==> config.mk <==
export PLATFORM = sky130hd
export DESIGN_NAME = lcd_read_ctrl
export DESIGN_NICKNAME = d
export VERILOG_FILES = /design/src/rtl/lcd_read_ctrl.sv
export SDC_FILE = /design/constraint.sdc
export NUM_CORES = 1
export LEC_CHECK = 0
export ABC_AREA = 0
export CORE_AREA = 5 5 80 82
export DETAILED_ROUTE_END_ITERATION = 10
export DIE_AREA = 0 0 85 87
export GPL_TIMING_DRIVEN = 0
export PLACE_DENSITY = 0.95
export SYNTH_ARGS = -nofsm -noshare
export SYNTH_HDL_FRONTEND = slang
export SYNTH_SLANG_ARGS = --single-unit
==> constraint.sdc <==
create_clock -name clk -period 3.73 [get_ports clk]
set_clock_uncertainty 0.1 [all_clocks]
set_input_delay 0.373 -clock clk [delete_from_list [all_inputs] [get_ports clk]]
set_output_delay 0.373 -clock clk [all_outputs]
set_load 0.02 [all_outputs]
==> src/rtl/lcd_read_ctrl.sv <==
// lcd_read_ctrl
// 8080-style parallel read controller for the LCD panel. One transaction is
// a single command write (RS=0, WR strobe) followed by a bus turnaround and
// a programmed number of read cycles (RS=1, RD strobe). Each captured word is
// returned on rdata with a one-cycle rdata_valid pulse. The first (dummy)
// read can be suppressed with discard_first.
//
// Ports
//   clk, rst        system clock, asynchronous active-high reset
//   start           one-cycle request, accepted only while busy=0
//   cmd             command byte, latched on accept
//   rd_count        number of read cycles incl. dummy (0 = command only)
//   discard_first   latched on accept; drops the first read word
//   busy            high from the cycle after accept until the transaction ends
//   done            one-cycle pulse in the first idle cycle after a transaction
//   rdata           last captured read word
//   rdata_valid     one-cycle pulse when rdata is updated
//   lcd_cs/rs/wr/rd panel control pins, active low
//   lcd_dout        bus drive value
//   lcd_dout_oe     bus output enable for the top-level tristate
//   lcd_din         bus sample value from the pad

module lcd_read_ctrl #(
  parameter int unsigned WR_LO = 2,
  parameter int unsigned WR_HI = 2,
  parameter int unsigned TURN  = 2,
  parameter int unsigned RD_LO = 20,
  parameter int unsigned RD_HI = 5
) (
  input  logic        clk,
  input  logic        rst,
  input  logic        start,
  input  logic [7:0]  cmd,
  input  logic [7:0]  rd_count,
  input  logic        discard_first,
  output logic        busy,
  output logic        done,
  output logic [15:0] rdata,
  output logic        rdata_valid,
  output logic        lcd_cs,
  output logic        lcd_rs,
  output logic        lcd_wr,
  output logic        lcd_rd,
  output logic [15:0] lcd_dout,
  output logic        lcd_dout_oe,
  input  logic [15:0] lcd_din
);

  localparam int unsigned LP_MAX_A = (WR_LO > WR_HI) ? WR_LO : WR_HI;
  localparam int unsigned LP_MAX_B = (TURN > RD_LO) ? TURN : RD_LO;
  localparam int unsigned LP_MAX_C = (LP_MAX_A > LP_MAX_B) ? LP_MAX_A : LP_MAX_B;
  localparam int unsigned LP_MAX   = (LP_MAX_C > RD_HI) ? LP_MAX_C : RD_HI;
  localparam int unsigned PW       = $clog2(LP_MAX) + 1;

  localparam logic [PW-1:0] LP_WR_LO_LD = PW'(WR_LO - 1);
  localparam logic [PW-1:0] LP_WR_HI_LD = PW'(WR_HI - 1);
  localparam logic [PW-1:0] LP_TURN_LD  = PW'(TURN - 1);
  localparam logic [PW-1:0] LP_RD_LO_LD = PW'(RD_LO - 1);
  localparam logic [PW-1:0] LP_RD_HI_LD = PW'(RD_HI - 1);

  typedef enum logic [2:0] {
    S_IDLE,
    S_CMD_LO,
    S_CMD_HI,
    S_TURN,
    S_RD_LO,
    S_RD_HI
  } state_t;

  state_t      r_state;
  logic [PW-1:0] r_phase;
  logic [7:0]  r_rd_left;
  logic [7:0]  r_cmd;
  logic        r_skip;
  logic        r_done;
  logic [15:0] r_rdata;
  logic        r_valid;
  logic        r_cs;
  logic        r_rs;
  logic        r_wr;
  logic        r_rd;
  logic [15:0] r_dout;
  logic        r_oe;

  state_t      w_state_nxt;
  logic [PW-1:0] w_phase_nxt;
  logic [7:0]  w_rd_left_nxt;
  logic [7:0]  w_cmd_nxt;
  logic        w_accept;
  logic        w_last;
  logic        w_sample;
  logic        w_done_nxt;
  logic        w_cs_nxt;
  logic        w_rs_nxt;
  logic        w_wr_nxt;
  logic        w_rd_nxt;
  logic [15:0] w_dout_nxt;
  logic        w_oe_nxt;

  assign w_accept = (r_state == S_IDLE) && start;
  assign w_last   = (r_phase == '0);
  // Capture happens on the edge that ends the final RD_LO cycle.
  assign w_sample = (r_state == S_RD_LO) && w_last;

  always_comb begin
    w_state_nxt   = r_state;
    w_phase_nxt   = r_phase;
    w_rd_left_nxt = r_rd_left;
    w_cmd_nxt     = r_cmd;

    case (r_state)
      S_IDLE: begin
        if (start) begin
          w_state_nxt   = S_CMD_LO;
          w_phase_nxt   = LP_WR_LO_LD;
          w_rd_left_nxt = rd_count;
          w_cmd_nxt     = cmd;
        end
      end
      S_CMD_LO: begin
        if (w_last) begin
          w_state_nxt = S_CMD_HI;
          w_phase_nxt = LP_WR_HI_LD;
        end else begin
          w_phase_nxt = r_phase - 1'b1;
        end
      end
      S_CMD_HI: begin
        if (w_last) begin
          if (r_rd_left != 8'd0) begin
            w_state_nxt = S_TURN;
            w_phase_nxt = LP_TURN_LD;
          end else begin
            w_state_nxt = S_IDLE;
            w_phase_nxt = '0;
          end
        end else begin
          w_phase_nxt = r_phase - 1'b1;
        end
      end
      S_TURN: begin
        if (w_last) begin
          w_state_nxt = S_RD_LO;
          w_phase_nxt = LP_RD_LO_LD;
        end else begin
          w_phase_nxt = r_phase - 1'b1;
        end
      end
      S_RD_LO: begin
        if (w_last) begin
          w_state_nxt = S_RD_HI;
          w_phase_nxt = LP_RD_HI_LD;
        end else begin
          w_phase_nxt = r_phase - 1'b1;
        end
      end
      S_RD_HI: begin
        if (w_last) begin
          if (r_rd_left <= 8'd1) begin
            w_state_nxt   = S_IDLE;
            w_phase_nxt   = '0;
            w_rd_left_nxt = 8'd0;
          end else begin
            w_state_nxt   = S_RD_LO;
            w_phase_nxt   = LP_RD_LO_LD;
            w_rd_left_nxt = r_rd_left - 8'd1;
          end
        end else begin
          w_phase_nxt = r_phase - 1'b1;
        end
      end
      default: begin
        w_state_nxt = S_IDLE;
        w_phase_nxt = '0;
      end
    endcase

    w_done_nxt = (r_state != S_IDLE) && (w_state_nxt == S_IDLE);

    // Pins are decoded from the next state and registered, so the pads
    // follow the state register exactly and stay glitch-free.
    w_cs_nxt   = 1'b1;
    w_rs_nxt   = 1'b1;
    w_wr_nxt   = 1'b1;
    w_rd_nxt   = 1'b1;
    w_dout_nxt = '0;
    w_oe_nxt   = 1'b0;
    case (w_state_nxt)
      S_CMD_LO: begin
        w_cs_nxt   = 1'b0;
        w_rs_nxt   = 1'b0;
        w_wr_nxt   = 1'b0;
        w_oe_nxt   = 1'b1;
        w_dout_nxt = {8'h00, w_cmd_nxt};
      end
      S_CMD_HI: begin
        w_cs_nxt   = 1'b0;
        w_rs_nxt   = 1'b0;
        w_oe_nxt   = 1'b1;
        w_dout_nxt = {8'h00, w_cmd_nxt};
      end
      S_TURN, S_RD_HI: begin
        w_cs_nxt = 1'b0;
      end
      S_RD_LO: begin
        w_cs_nxt = 1'b0;
        w_rd_nxt = 1'b0;
      end
      default: begin
      end
    endcase
  end

  always_ff @(posedge clk or posedge rst) begin
    if (rst) begin
      r_state   <= S_IDLE;
      r_phase   <= '0;
      r_rd_left <= '0;
      r_cmd     <= '0;
      r_skip    <= 1'b0;
      r_done    <= 1'b0;
      r_rdata   <= '0;
      r_valid   <= 1'b0;
      r_cs      <= 1'b1;
      r_rs      <= 1'b1;
      r_wr      <= 1'b1;
      r_rd      <= 1'b1;
      r_dout    <= '0;
      r_oe      <= 1'b0;
    end else begin
      r_state   <= w_state_nxt;
      r_phase   <= w_phase_nxt;
      r_rd_left <= w_rd_left_nxt;
      r_cmd     <= w_cmd_nxt;
      r_done    <= w_done_nxt;
      r_cs      <= w_cs_nxt;
      r_rs      <= w_rs_nxt;
      r_wr      <= w_wr_nxt;
      r_rd      <= w_rd_nxt;
      r_dout    <= w_dout_nxt;
      r_oe      <= w_oe_nxt;
      r_valid   <= 1'b0;

      if (w_accept) begin
        r_skip <= discard_first;
      end

      // A skipped (dummy) read still clears the skip flag but leaves rdata alone.
      if (w_sample) begin
        r_skip <= 1'b0;
        if (!r_skip) begin
          r_rdata <= lcd_din;
          r_valid <= 1'b1;
        end
      end
    end
  end

  assign busy        = (r_state != S_IDLE);
  assign done        = r_done;
  assign rdata       = r_rdata;
  assign rdata_valid = r_valid;
  assign lcd_cs      = r_cs;
  assign lcd_rs      = r_rs;
  assign lcd_wr      = r_wr;
  assign lcd_rd      = r_rd;
  assign lcd_dout    = r_dout;
  assign lcd_dout_oe = r_oe;

endmodule

==> flow_summary_export.csv <==
group,metric,value,unit
status,outcome,"completed",
grt,overflow,0,
synth,avgSynthCellArea,11.3,sq um
synth,ys_warn_count,0,
synth,synthSimpleGateAreaFrac,0.183,
clock_network,cts_buffers,9,
cells_and_area,finalNetCount,376,
floorplanning,num_rows,28,
place,port_buffers,67,
worst_setup_path,regToRegSetupSlack,0.87,ns
timing,maxSlewViolCount,0,
synth,synth_top_area_cell,"dfrtp_1",
timing,hold_viol,0,
cells_and_area,regArea,0.00143,sq mm
cells_and_area,post-route-util,0.674,
grt,grt_start_max_net_pins,37,
grt,antenna_found_initial,0,
clock_network,path_clk_slew,0.07,ns
synth,synth_top_family_by_area,"simple AND/OR/NAND/NOR gates",
cells_and_area,syn_to_final_growth,35.2,%
synth,synth_cells,251,
timing,tns,0,ns
cells_and_area,n_antenna_cell,0,
cells_and_area,multi_input_area,0.00125,sq mm
cells_and_area,mostFrequentLayoutCells,"clkdlybuf4s50_1, dfrtp_1, mux2_2",
timing,setup_viol,0,
worst_setup_path,reg2reg_from,"r_phase[0]",
route,dr.pass1.iters,4,
floorplanning,boundaryPins,76,
worst_setup_path,worstPathRequired,3.85,ns
worst_setup_path,crit_path_end_kind,"flip-flop",
route,viasPerCell,5.33,
timing,slew_headroom,0.386,
timing,period_needed,2.86,ns
synth,syn_area,0.00283,sq mm
worst_setup_path,path_class,"reg2reg",
clock_network,cts_buffer_depth,2,
synth,async_reset_ff_frac,1.00,
cells_and_area,final_common_cell,"clkdlybuf4s50_1",
worst_setup_path,start_kind,"flip-flop",
worst_setup_path,cp_slowest_cell,"nor4_4",
synth,synth_cell_type_count,53,
clock_network,cts_hold_buf,0,
clock_network,insertion_delay,0.34,ns
timing,period_share,0.766,
route,drtAntennaViolNets,0,
grt,grt_pass1_vias,2185,
floorplanning,dieHeight,87,um
worst_setup_path,path_buf_inv,2,
timing,tightestPinTransition,0.912,ns
worst_setup_path,cp_top_family,"simple AND/OR/NAND/NOR gates",
cells_and_area,drive_gt1_frac,0.223,
pwr,powerDensity,757,mW/mm^2
worst_setup_path,r2r_end,"rdata[3]",
place,place_congestion,0.896,
synth,synth-edff-count,0,
worst_setup_path,worstPathArrival,2.98,ns
pwr,irDropWorstVdd,0.000462,V
synth,netlist.area_leader.share,0.469,
synth,synth_xor_area_frac,0.00619,
clock_network,cts_resized,0,
synth,muxShareOfSynthArea,0.103,
grt,grt_first_pass_wirelength,10300,um
route,vias,2219,
clock_network,root_buffer,"clkbuf_8",
route,post-route-drc-count,0,
clock_network,cts_setup_buffers,0,
min_path,hold_path.class,"in2async",
route,post_drt_wl_per_cell,15.8,um
floorplanning,die_area,0.00740,sq mm
cells_and_area,fillCellCount,420,
clock_network,cts_tree,"built",
synth,yosys.area_share.adder,0.0133,
run,cap_violations,0,
synth,yosysSeqAreaShare,0.506,
floorplanning,die_w,85,um
floorplanning,initial_core_util,0.498,
timing,max_freq,350,MHz
worst_setup_path,reg2regPathDepth,7,
timing,rsz0062_at_grt,"no",
synth,ys.flop_type,"dfrtp_1",
worst_setup_path,cp_cell_sequence,"inv_1 > ha_1 > nor3b_1 > nand2_1 > nor4_4 > buf_4 > mux2_2",
route,drt_iter0_drc,144,
worst_setup_path,path_max_fanout,10,
place,dpl.hpwl,4750,um
synth,synth_seq_cells,57,
floorplanning,core,0.00568,sq mm
synth,synthTopCellsByArea,"dfrtp_1, mux2_2, dfstp_2",
worst_setup_path,critPathMaxStageDelay,0.57,ns
grt,grt_use_total,0.180,
route,routed_wl,6590,um
timing,whs,0.263,ns
synth,synth_compound_area_frac,0.126,
clock_network,clock_sinks,57,
pwr,p_leak,1.67,nW
clock_network,htree_levels,3,
per-stage QoR:
step | setup WS (ns) | instance area (sq um) | total power [mW] | std cells
floorplan | 1.29 | 2850 | 1.93 | 258
global placement | 0.924 | 3620 | 2.28 | 400
detailed placement | 0.908 | 3640 | 2.35 | 401
CTS | 0.869 | 3820 | 2.90 | 416
global route | 0.653 | 3820 | 3.08 | 416
finish | 0.873 | 3820 | 2.89 | 416
synthesized netlist by cell type, types with 2 or more instances:
cell type and instances:
nor3b_1 3, buf_6 2, nor4_1 4, or4_1 3, nor2_1 18, ha_1 3, inv_1 9, buf_2 3
o32ai_1 2, nor3_1 8, mux2_2 24, nand2b_1 2, nor2b_1 3, buf_4 10, nand3b_1 2, clkbuf_1 7
or3b_2 2, nor3b_2 8, nor4_4 2, a22o_1 3, o2bb2ai_1 2, a22oi_1 2, dfrtp_1 53, nand2_1 14
a21oi_1 12, dfstp_2 4, mux2i_1 2, o22ai_1 2, o21ai_0 14, a31oi_1 5
how the worst max path moves through the flow:
stage                from        to  depth (start not counted)
2_1_floorplan  r_phase[0]  rdata[0]                          7
3_3_place_gp   r_phase[0]  rdata[2]                          7
3_5_place_dp   r_phase[0]  rdata[3]                          7
4_1_cts        r_phase[0]  rdata[3]                          7
5_1_grt        r_phase[0]  rdata[1]                          7
6_report       r_phase[0]  rdata[3]                          7
flip-flops by register name, summed over array words and instances (netlist names), 3 cells and up:
signal / cells
r_cmd: 8
r_state: 3
r_phase: 6
r_rd_left: 8
rdata: 16
lcd_dout: 8
layer usage:
| metal | part of all wire | global-route usage |
|---|---|---|
| met5 | 0 | 0 |
| met4 | 0.023 | 0.0820 |
| met3 | 0.072 | 0.0539 |
| met2 | 0.49 | 0.297 |
| met1 | 0.41 | 0.218 |
logic make-up after synthesis:
family	after synthesis
other	1
flip-flops	57
XOR/XNOR	2
buffers and inverters	31
multiplexers	26
AND/OR/NAND/NOR	79
adder cells (fa/ha/maj)	3
AO/OA/AOI/OAI	52
power by group:
group	internal [mW]	switching, mW	leakage, nW
Sequential	0.848	0.149	0.724
Combinational	0.616	0.732	0.860
Clock	0.300	0.248	0.0909
Total	1.76	1.13	1.67
layout make-up:
type                       instances  share of cell area
timing repair buffer              68               0.181
tap                               75              0.0245
inverter                           9             0.00884
buffer                            22              0.0363
clock buffer                       9              0.0324
clock inverter                     6              0.0157
multi-input combinational        170               0.327
sequential                        57               0.374
(Power assumes the default switching activity.)
